<file path="src/rtl/bcd_pkg.sv">
// Shared types and constants for the sequential BCD-to-binary converter.
package bcd_pkg;

   localparam logic [1:0] ST_IDLE = 2'd0;
   localparam logic [1:0] ST_CONV = 2'd1;
   localparam logic [1:0] ST_DONE = 2'd2;

   localparam logic [3:0] BCD_MAX_DIGIT = 4'd9;

   typedef enum logic [1:0] {
      S_IDLE = ST_IDLE,
      S_CONV = ST_CONV,
      S_DONE = ST_DONE
   } state_e;

   // Bits needed for 10^digits - 1. 10^d is never a power of two, so
   // ceil(log2(10^d)) = floor(d*log2(10)) + 1; log2(10) is scaled by 1e12.
   function automatic int bcd_min_bin_w(input int digits);
      longint unsigned scaled;
      scaled = 64'(digits) * 64'd3321928094887;
      return int'(scaled / 64'd1000000000000) + 1;
   endfunction

endpackage

</file>
<file path="src/rtl/bcd_mac10.sv">
// One Horner step of decimal conversion: acc*10 + d using shift-add, plus a
// flag for a nibble that is not a legal BCD digit.
module bcd_mac10
   import bcd_pkg::*;
#(
   parameter int BIN_W = 14
) (
   input  logic [BIN_W-1:0] acc,
   input  logic [3:0]       d,
   output logic [BIN_W-1:0] acc_next,
   output logic             digit_bad
);

   always_comb begin
      acc_next  = (acc << 3) + (acc << 1) + BIN_W'(d);
      digit_bad = (d > BCD_MAX_DIGIT);
   end

endmodule

</file>
<file path="src/rtl/bcd_to_binary_seq.sv">
// Sequential multi-digit BCD-to-binary converter, one digit per clock, MSD
// first, with valid/ready handshakes on both the input and the result side.
//
// state  | meaning
// -------+------------------------------------------------------------
// S_IDLE | in_ready high, waiting for a word
// S_CONV | folding one digit per cycle into acc, cnt counts down to 0
// S_DONE | result presented, held until out_ready
module bcd_to_binary_seq
   import bcd_pkg::*;
#(
   parameter int DIGITS = 4,
   parameter int BIN_W  = 14
) (
   input  logic                  clk,
   input  logic                  rst,
   input  logic                  in_valid,
   output logic                  in_ready,
   input  logic [4*DIGITS-1:0]   in_bcd,
   output logic                  out_valid,
   input  logic                  out_ready,
   output logic [BIN_W-1:0]      out_bin,
   output logic                  out_err
);

   localparam int CNT_W = (DIGITS > 1) ? $clog2(DIGITS) : 1;

   if (DIGITS < 1) begin : g_bad_digits
      $error("bcd_to_binary_seq: DIGITS must be at least 1");
   end
   if (BIN_W < bcd_min_bin_w(DIGITS)) begin : g_bad_width
      $error("bcd_to_binary_seq: BIN_W too small to hold 10^DIGITS-1");
   end

   state_e                state_q,     state_d;
   logic [BIN_W-1:0]      acc_q,       acc_d;
   logic [4*DIGITS-1:0]   sreg_q,      sreg_d;
   logic [CNT_W-1:0]      cnt_q,       cnt_d;
   logic                  err_q,       err_d;
   logic                  in_ready_q,  in_ready_d;
   logic                  out_valid_q, out_valid_d;
   logic [BIN_W-1:0]      out_bin_q,   out_bin_d;
   logic                  out_err_q,   out_err_d;

   logic [3:0]            digit;
   logic [BIN_W-1:0]      mac_acc;
   logic                  digit_bad;

   assign digit = sreg_q[4*DIGITS-1 -: 4];

   bcd_mac10 #(
      .BIN_W (BIN_W)
   ) u_mac10 (
      .acc       (acc_q),
      .d         (digit),
      .acc_next  (mac_acc),
      .digit_bad (digit_bad)
   );

   always_comb begin
      state_d     = state_q;
      acc_d       = acc_q;
      sreg_d      = sreg_q;
      cnt_d       = cnt_q;
      err_d       = err_q;
      in_ready_d  = in_ready_q;
      out_valid_d = out_valid_q;
      out_bin_d   = out_bin_q;
      out_err_d   = out_err_q;
      case (state_q)
         S_IDLE: begin
            if (in_valid && in_ready_q) begin
               sreg_d     = in_bcd;
               acc_d      = '0;
               err_d      = 1'b0;
               cnt_d      = CNT_W'(DIGITS - 1);
               in_ready_d = 1'b0;
               state_d    = S_CONV;
            end
         end
         S_CONV: begin
            acc_d  = mac_acc;
            err_d  = err_q | digit_bad;
            sreg_d = sreg_q << 4;
            if (cnt_q == '0) begin
               // Result registers are loaded here so they are valid on the
               // same edge that raises out_valid.
               out_valid_d = 1'b1;
               out_err_d   = err_d;
               out_bin_d   = err_d ? '0 : mac_acc;
               state_d     = S_DONE;
            end else begin
               cnt_d = cnt_q - 1'b1;
            end
         end
         S_DONE: begin
            if (out_ready) begin
               out_valid_d = 1'b0;
               in_ready_d  = 1'b1;
               state_d     = S_IDLE;
            end
         end
         default: begin
            state_d     = S_IDLE;
            in_ready_d  = 1'b1;
            out_valid_d = 1'b0;
         end
      endcase
   end

   always_ff @(posedge clk) begin
      if (rst) begin
         state_q     <= S_IDLE;
         acc_q       <= '0;
         sreg_q      <= '0;
         cnt_q       <= '0;
         err_q       <= 1'b0;
         in_ready_q  <= 1'b1;
         out_valid_q <= 1'b0;
         out_bin_q   <= '0;
         out_err_q   <= 1'b0;
      end else begin
         state_q     <= state_d;
         acc_q       <= acc_d;
         sreg_q      <= sreg_d;
         cnt_q       <= cnt_d;
         err_q       <= err_d;
         in_ready_q  <= in_ready_d;
         out_valid_q <= out_valid_d;
         out_bin_q   <= out_bin_d;
         out_err_q   <= out_err_d;
      end
   end

   assign in_ready  = in_ready_q;
   assign out_valid = out_valid_q;
   assign out_bin   = out_bin_q;
   assign out_err   = out_err_q;

endmodule

</file>
<file path="config.mk">
export PLATFORM = sky130hd
export DESIGN_NAME = bcd_to_binary_seq
export DESIGN_NICKNAME = d
export VERILOG_FILES = /design/src/rtl/bcd_pkg.sv /design/src/rtl/bcd_mac10.sv /design/src/rtl/bcd_to_binary_seq.sv
export SDC_FILE = /design/constraint.sdc
export NUM_CORES = 1
export LEC_CHECK = 0
export ABC_AREA = 1
export CAP_MARGIN = 20
export CORE_UTILIZATION = 56
export CTS_CLUSTER_DIAMETER = 40
export CTS_CLUSTER_SIZE = 8
export DETAILED_ROUTE_END_ITERATION = 12
export PLACE_DENSITY_LB_ADDON = 0.05
export SLEW_MARGIN = 20
export SYNTH_ARGS = -nofsm -noshare
export SYNTH_HDL_FRONTEND = slang
export SYNTH_HIERARCHICAL = 1
export SYNTH_SLANG_ARGS = --single-unit
</file>
<file path="constraint.sdc">
create_clock -name clk -period 2.9 [get_ports clk]
set_input_delay 0.29 -clock clk [delete_from_list [all_inputs] [get_ports clk]]
set_output_delay 0.29 -clock clk [all_outputs]
set_load 0.02 [all_outputs]
</file>
==> results of run 1 <==
-- worst min-delay path: cells and delay by family (launching register included) --
| family | cells | cell delay [ns] |
|---|---|---|
| flip-flops | 1 | 0.32 |
| AND/OR/NAND/NOR | 1 | 0.06 |
| AO/OA/AOI/OAI | 1 | 0.05 |
-- through the flow --
step | cell area [sq um] | setup WS, ns | utilization, % | hold WS (ns) | power (W)
2_1_floorplan | 2960 | 0.820 | - | 0.437 | 0.00114
3_3_place_gp | 3340 | 0.710 | 65.5 | 0.450 | 0.00125
3_5_place_dp | 3340 | 0.674 | 65.5 | 0.459 | 0.00126
4_1_cts | 3450 | 0.650 | 67.5 | 0.472 | 0.00175
5_1_grt | 3450 | 0.482 | 67.5 | 0.490 | 0.00184
6_report | 3450 | 0.633 | 67.5 | 0.471 | 0.00174
-- state kept, by name (all words and copies together) (netlist names) --
register / cells
acc_q: 13
out_valid: 1
state_q: 2
out_bin: 14
err_q: 1
cnt_q: 2
in_ready: 1
out_err: 1
sreg_q: 16
-- power groups by stage --
stage	sequential, W	combinational, W	clock, W
2_1_floorplan	0.000821	0.000318	0
3_3_place_gp	0.000818	0.000433	0
3_5_place_dp	0.000821	0.000443	0
4_1_cts	0.000805	0.000446	0.000501
5_1_grt	0.000814	0.000506	0.000526
6_report	0.000805	0.000444	0.000494
-- worst max-delay path by stage --
| stage | startpoint | to | slack (ns) | cells past startpoint |
|---|---|---|---|---|
| after detailed placement | acc_q[0] | out_bin[10] | 0.67 | 11 |
| final | acc_q[0] | out_bin[7] | 0.63 | 11 |
| after floorplan | acc_q[0] | out_bin[10] | 0.82 | 12 |
| after global placement | acc_q[0] | out_bin[10] | 0.71 | 11 |
| after CTS | acc_q[0] | out_bin[10] | 0.65 | 11 |
| after global routing | acc_q[0] | acc_q[10] | 0.48 | 11 |
-- per-layer routing --
layer,track usage (%),routed length [um],vias up
li1,-,-,1476
met1,35.7,3400,1263
met2,44.3,3270,42
met3,4.82,176,6
met4,5.66,74,0
met5,0,0,-
-- final cells by class --
| cell class | count | area (sq um) |
|---|---|---|
| fill | 496 | 1660 |
| multi-input combinational | 333 | 1650 |
| sequential | 51 | 1020 |
| timing repair buffer | 41 | 398 |
| inverter | 49 | 184 |
| tap | 70 | 87.6 |
| clock buffer | 5 | 68.8 |
| clock inverter | 2 | 37.5 |
==> run metrics, run 1 <==
status=complete, no violations; total grt overflow=0; maxcap violations=0; largest net degree at the start of global routing=35; Max Freq=0.441 GHz; critical-path cell list=inv_1 -> fa_1 -> inv_1 -> ha_1 -> nand3_1 -> nand3_2 -> nand2_1 -> nand2_1 -> xor2_1 -> nand3_1 -> a21oi_1; R2R depth=11; Clock Path Buffers=2; fin crit share=around 80%; Initial Utilization=57.9%; CP startpoint kind=register; Largest stage delay, worst path=0.54 ns; # DRC=0; Setup Fix Bufs, Post-CTS=0; P per Cell Area=between 500 and 600 nW/um^2; vias per cell=between 5 and 6; I/O pin cnt=37; synthesis-to-finish area growth=16.6%; share of layout cells above drive strength 1=3.74%; clk slew on worst S/H paths=0.09 ns; register-to-register setup slack=around 0.63 ns; Slew @ Worst Pin=between 0.7 and 0.8 ns; min Tclk post-route=2.27 ns; Worst Hold End=out_bin[13]; Mapped Area=2960 sq um; CP max-delay cell=fa_1; final hold vios=0; worst hold path class=reg2reg; initial antenna violation count=0; clk_lat worst skew=0.31 ns; Final ANT Viol Nets=0; # port buffers=36; drt initial violations=127; CTS tree=built; non-filler cells, final=551; R2R Path End=out_bin[7]; most frequent cells in the layout=164 x nand2_1, 51 x dfxtp_1, 47 x inv_1; Rows=26; fin. max-slew vios=0; fin nets=526; area of the die=5580 sq um; core area=5110 sq um; CTS buffer count=5; yosys warns=6; global-route wire length before repair=between 10000 and 15000 um; sw power=about 0.00057 W; Ant. Diodes=0; Sw Ratio=32.7%; clock network power share=28.3%; vias=2787; number of global-route vias before repair=roughly 2.5k; CTS root buf=clkbuf_8; TNS Setup=0 ns; RSZ-0062 raised after global routing=false; Worst Path Max Fanout=4; most common cell after layout, fill and taps aside=nand2_1; Die Y=between 70 and 80 um; CTS Sinks=51; net count after synthesis=between 400 and 500; Crit Path Class=reg2reg; Routed wire per std cell=~13 um; syn avg cell area=6.54 sq um; critical path arrival=between 2 and 3 ns; drt total wl=6920 um; Top Family by Delay on Critical Path=adder cells; hold depth=2; r2r startpoint=acc_q[0]; Peak VDD IR=0.000400 V; setup violators final=0; Logic pwr share=25.5%; Final Wtd Congestion=roughly 0.94; Worst setup EP type=register; P_leak=1.69 nW; Total GRT Usage=26.5%; Pint=between 0.001 and 0.0015 W; die width=~75 um; H-tree levels=2; CP required=3.15 ns; cts hold-fix bufs=0; WP buf/inv=2; hold path start=out_bin[13]; CTS resizes=0; final clock skew=0.00421 ns; Post-Place Cells=544; Flop pwr share=46.2%; Post-Synthesis Cells=~450; DR pass1 iterations=4; Post-DP HPWL=slightly below 5000 um; Slew HR=48.9%
(Power assumes the default switching activity.)
==> inputs of run 2 (changes only) <==
==> constraint.sdc (replaced) <==
create_clock -name clk -period 2.15 [get_ports clk]
set_input_delay 0.215 -clock clk [delete_from_list [all_inputs] [get_ports clk]]
set_output_delay 0.215 -clock clk [all_outputs]
set_load 0.02 [all_outputs]
==> run 2 against run 1 <==
Effect of this change:
- first-iteration DRC count increased by 5.5%
- clock skew increased by 0.0056 ns
- core utilization increased by 3.1 points
- fmax increased by 8.3%
- count of clock-buffer cells in the layout increased by 1
- via count increased by 3.7%
- die area unchanged
- largest power group unchanged
==> run metrics, run 2 (synthesis results as in run 1) <==
status=complete, no violations; drt initial violations=134 (+5.5%); drt total wl=7180 um (+3.7%); met3 wire len=368 um (+110%); die width=74.7 um (unchanged); hold depth=3 (+1); final clock skew=0.00979 ns (+0.00558 ns); CP required=2.34 ns (-0.81 ns); share of layout cells above drive strength 1=10.8% (+7.1 points); Pint=0.00153 W (+31%); Slew HR=65.0% (+16 points); Clock Path Buffers=2 (unchanged); Largest stage delay, worst path=0.54 ns (about the same); largest net degree at the start of global routing=35 (unchanged); fin. max-slew vios=0 (unchanged); CP startpoint kind=register; cts hold-fix bufs=0 (unchanged); Crit Path Class=reg2reg; largest register by flop count=sreg_q; global-route wire length before repair=11300 um (-0.31%); Power Total=0.00232 W (+33%); area of the die=5580 sq um (unchanged); critical-path cell list=inv_2 -> fa_1 -> inv_2 -> fa_2 -> nand2_1 -> nand3_2 -> nand3_2 -> nand2_1 -> nand2_1 -> nand2_1 -> nand3_1 -> a21oi_1; fin nets=533 (+1.3%); metal1 wirelength=3350 um (-1.6%); CP most frequent cell=nand2_1; I/O pin cnt=37 (unchanged); Fillers=469 (-5.4%); number of global-route vias before repair=2595 (+4.8%); initial antenna violation count=0 (unchanged); final hold vios=0 (unchanged); Total GRT Usage=26.6% (+0.093 points); setup violators final=0 (unchanged); core area=5110 sq um (unchanged); vias=2891 (+3.7%); Logic pwr share=27.7% (+2.2 points); Sw Ratio=33.9% (+1.2 points); vias per cell=5.17 (+2.2%); H-tree levels=2 (unchanged); CP max-delay cell=fa_1; TNS Setup=0 ns (unchanged); maxcap violations=0 (unchanged); Ant. Diodes=0 (unchanged); clk_lat worst skew=0.31 ns (about the same); Initial Utilization=57.9% (unchanged); Final Wtd Congestion=0.952 (+1.1%); CTS Sinks=51 (unchanged); Flop pwr share=46.7% (+0.5 points); critical path arrival=2.28 ns (-0.23 ns); P per Cell Area=644 nW/um^2 (+27%); R2R depth=12 (+1); total grt overflow=0 (unchanged); CTS root buf=clkbuf_8; Worst setup EP type=register; clock network power share=25.5% (-2.8 points); # DRC=0 (unchanged); synthesis-to-finish area growth=22.0%; CTS buffer count=5 (unchanged); Peak VDD IR=0.000396 V (-0.88%); Slew @ Worst Pin=0.524 ns (-0.241 ns); worst hold path class=in2reg; most common cell after layout, fill and taps aside=nand2_1; clk slew on worst S/H paths=0.10 ns (about the same); min Tclk post-route=2.09 ns (-0.174 ns); Max Freq=0.478 GHz (+8.3%); sw power=0.000787 W (+38%); max FFs per register=16 (unchanged); Fin Hold WS=0.452 ns (-0.0195 ns); uppermost layer routed=met4; P_leak=1.72 nW (+1.5%); DR pass1 iterations=4 (unchanged); met2 routed WL=3390 um (+3.4%); Die Y=74.7 um (unchanged); most frequent cells in the layout=158 x nand2_1, 49 x dfxtp_1, 45 x inv_1; Worst Path Max Fanout=4 (unchanged); RSZ-0062 raised after global routing=true; fin crit share=97.3% (+19 points); # port buffers=36 (unchanged); Routed wire per std cell=12.8 um (+2.2%); Post-DP HPWL=5050 um (+3.5%); Rows=26 (unchanged); CTS tree=built; Final ANT Viol Nets=0 (unchanged)
run 2: what timing repair did:
action / CTS / global route
setup buffers: 0 / 1
resized for setup: 2 / 26
endpoints found under the setup margin: 9 / 17
pin swaps: 1 / 20
run 2: power groups by stage:
stage	clock network (W)	logic, W	registers, W
final	0.000592	0.000644	0.00109
after global routing	0.000644	0.000725	0.00110
after CTS	0.000609	0.000622	0.00108
after floorplan	0	0.000429	0.00111
after global placement	0	0.000604	0.00110
after detailed placement	0	0.000616	0.00111
run 2: layer usage:
| metal | vias to the layer above | track usage, % |
|---|---|---|
| met1 | 1333 | 33.2 |
| met5 | - | 0 |
| met2 | 68 | 46.6 |
| met3 | 6 | 4.15 |
| met4 | 0 | 9.01 |
| li1 | 1484 | - |
run 2: layout make-up:
class	instances	area [sq um]	area share [%]
clock buffers	6	82.6	2.29
inverters	49	184	5.10
flip-flops and latches	51	1020	28.4
well taps	70	87.6	2.43
clock inverters	2	16.3	0.451
multi-input cells	333	1760	48.9
repair buffers	48	450	12.5
run 2: through the flow:
step                utilization [%]  instance area, sq um  instances  setup WS (ns)
detailed placement             66.3                  3390        550        -0.0132
CTS                            68.3                  3490        558         0.0139
global route                   70.6                  3610        559        -0.0633
finish                         70.6                  3610        559         0.0574
floorplan                         -                  2960        452         0.0697
global placement               66.3                  3390        550         0.0169
run 2: critical path: cells and delay by family (launching register included):
family,cells,cell delay (ns)
buf+inv,2,0.10
compound gates,1,0.06
flops,1,0.34
simple gates,7,0.53
fa+ha+maj,2,0.93
run 2: worst paths after layout:
check / start / end / slack (ns)
setup / recovery: acc_q[2] / out_bin[10] / 0.06
hold / removal: in_bcd[2] / sreg_q[2] / 0.45
setup reg to reg: acc_q[2] / out_bin[10] / 0.06
hold reg to reg: in_ready / in_ready / 0.47
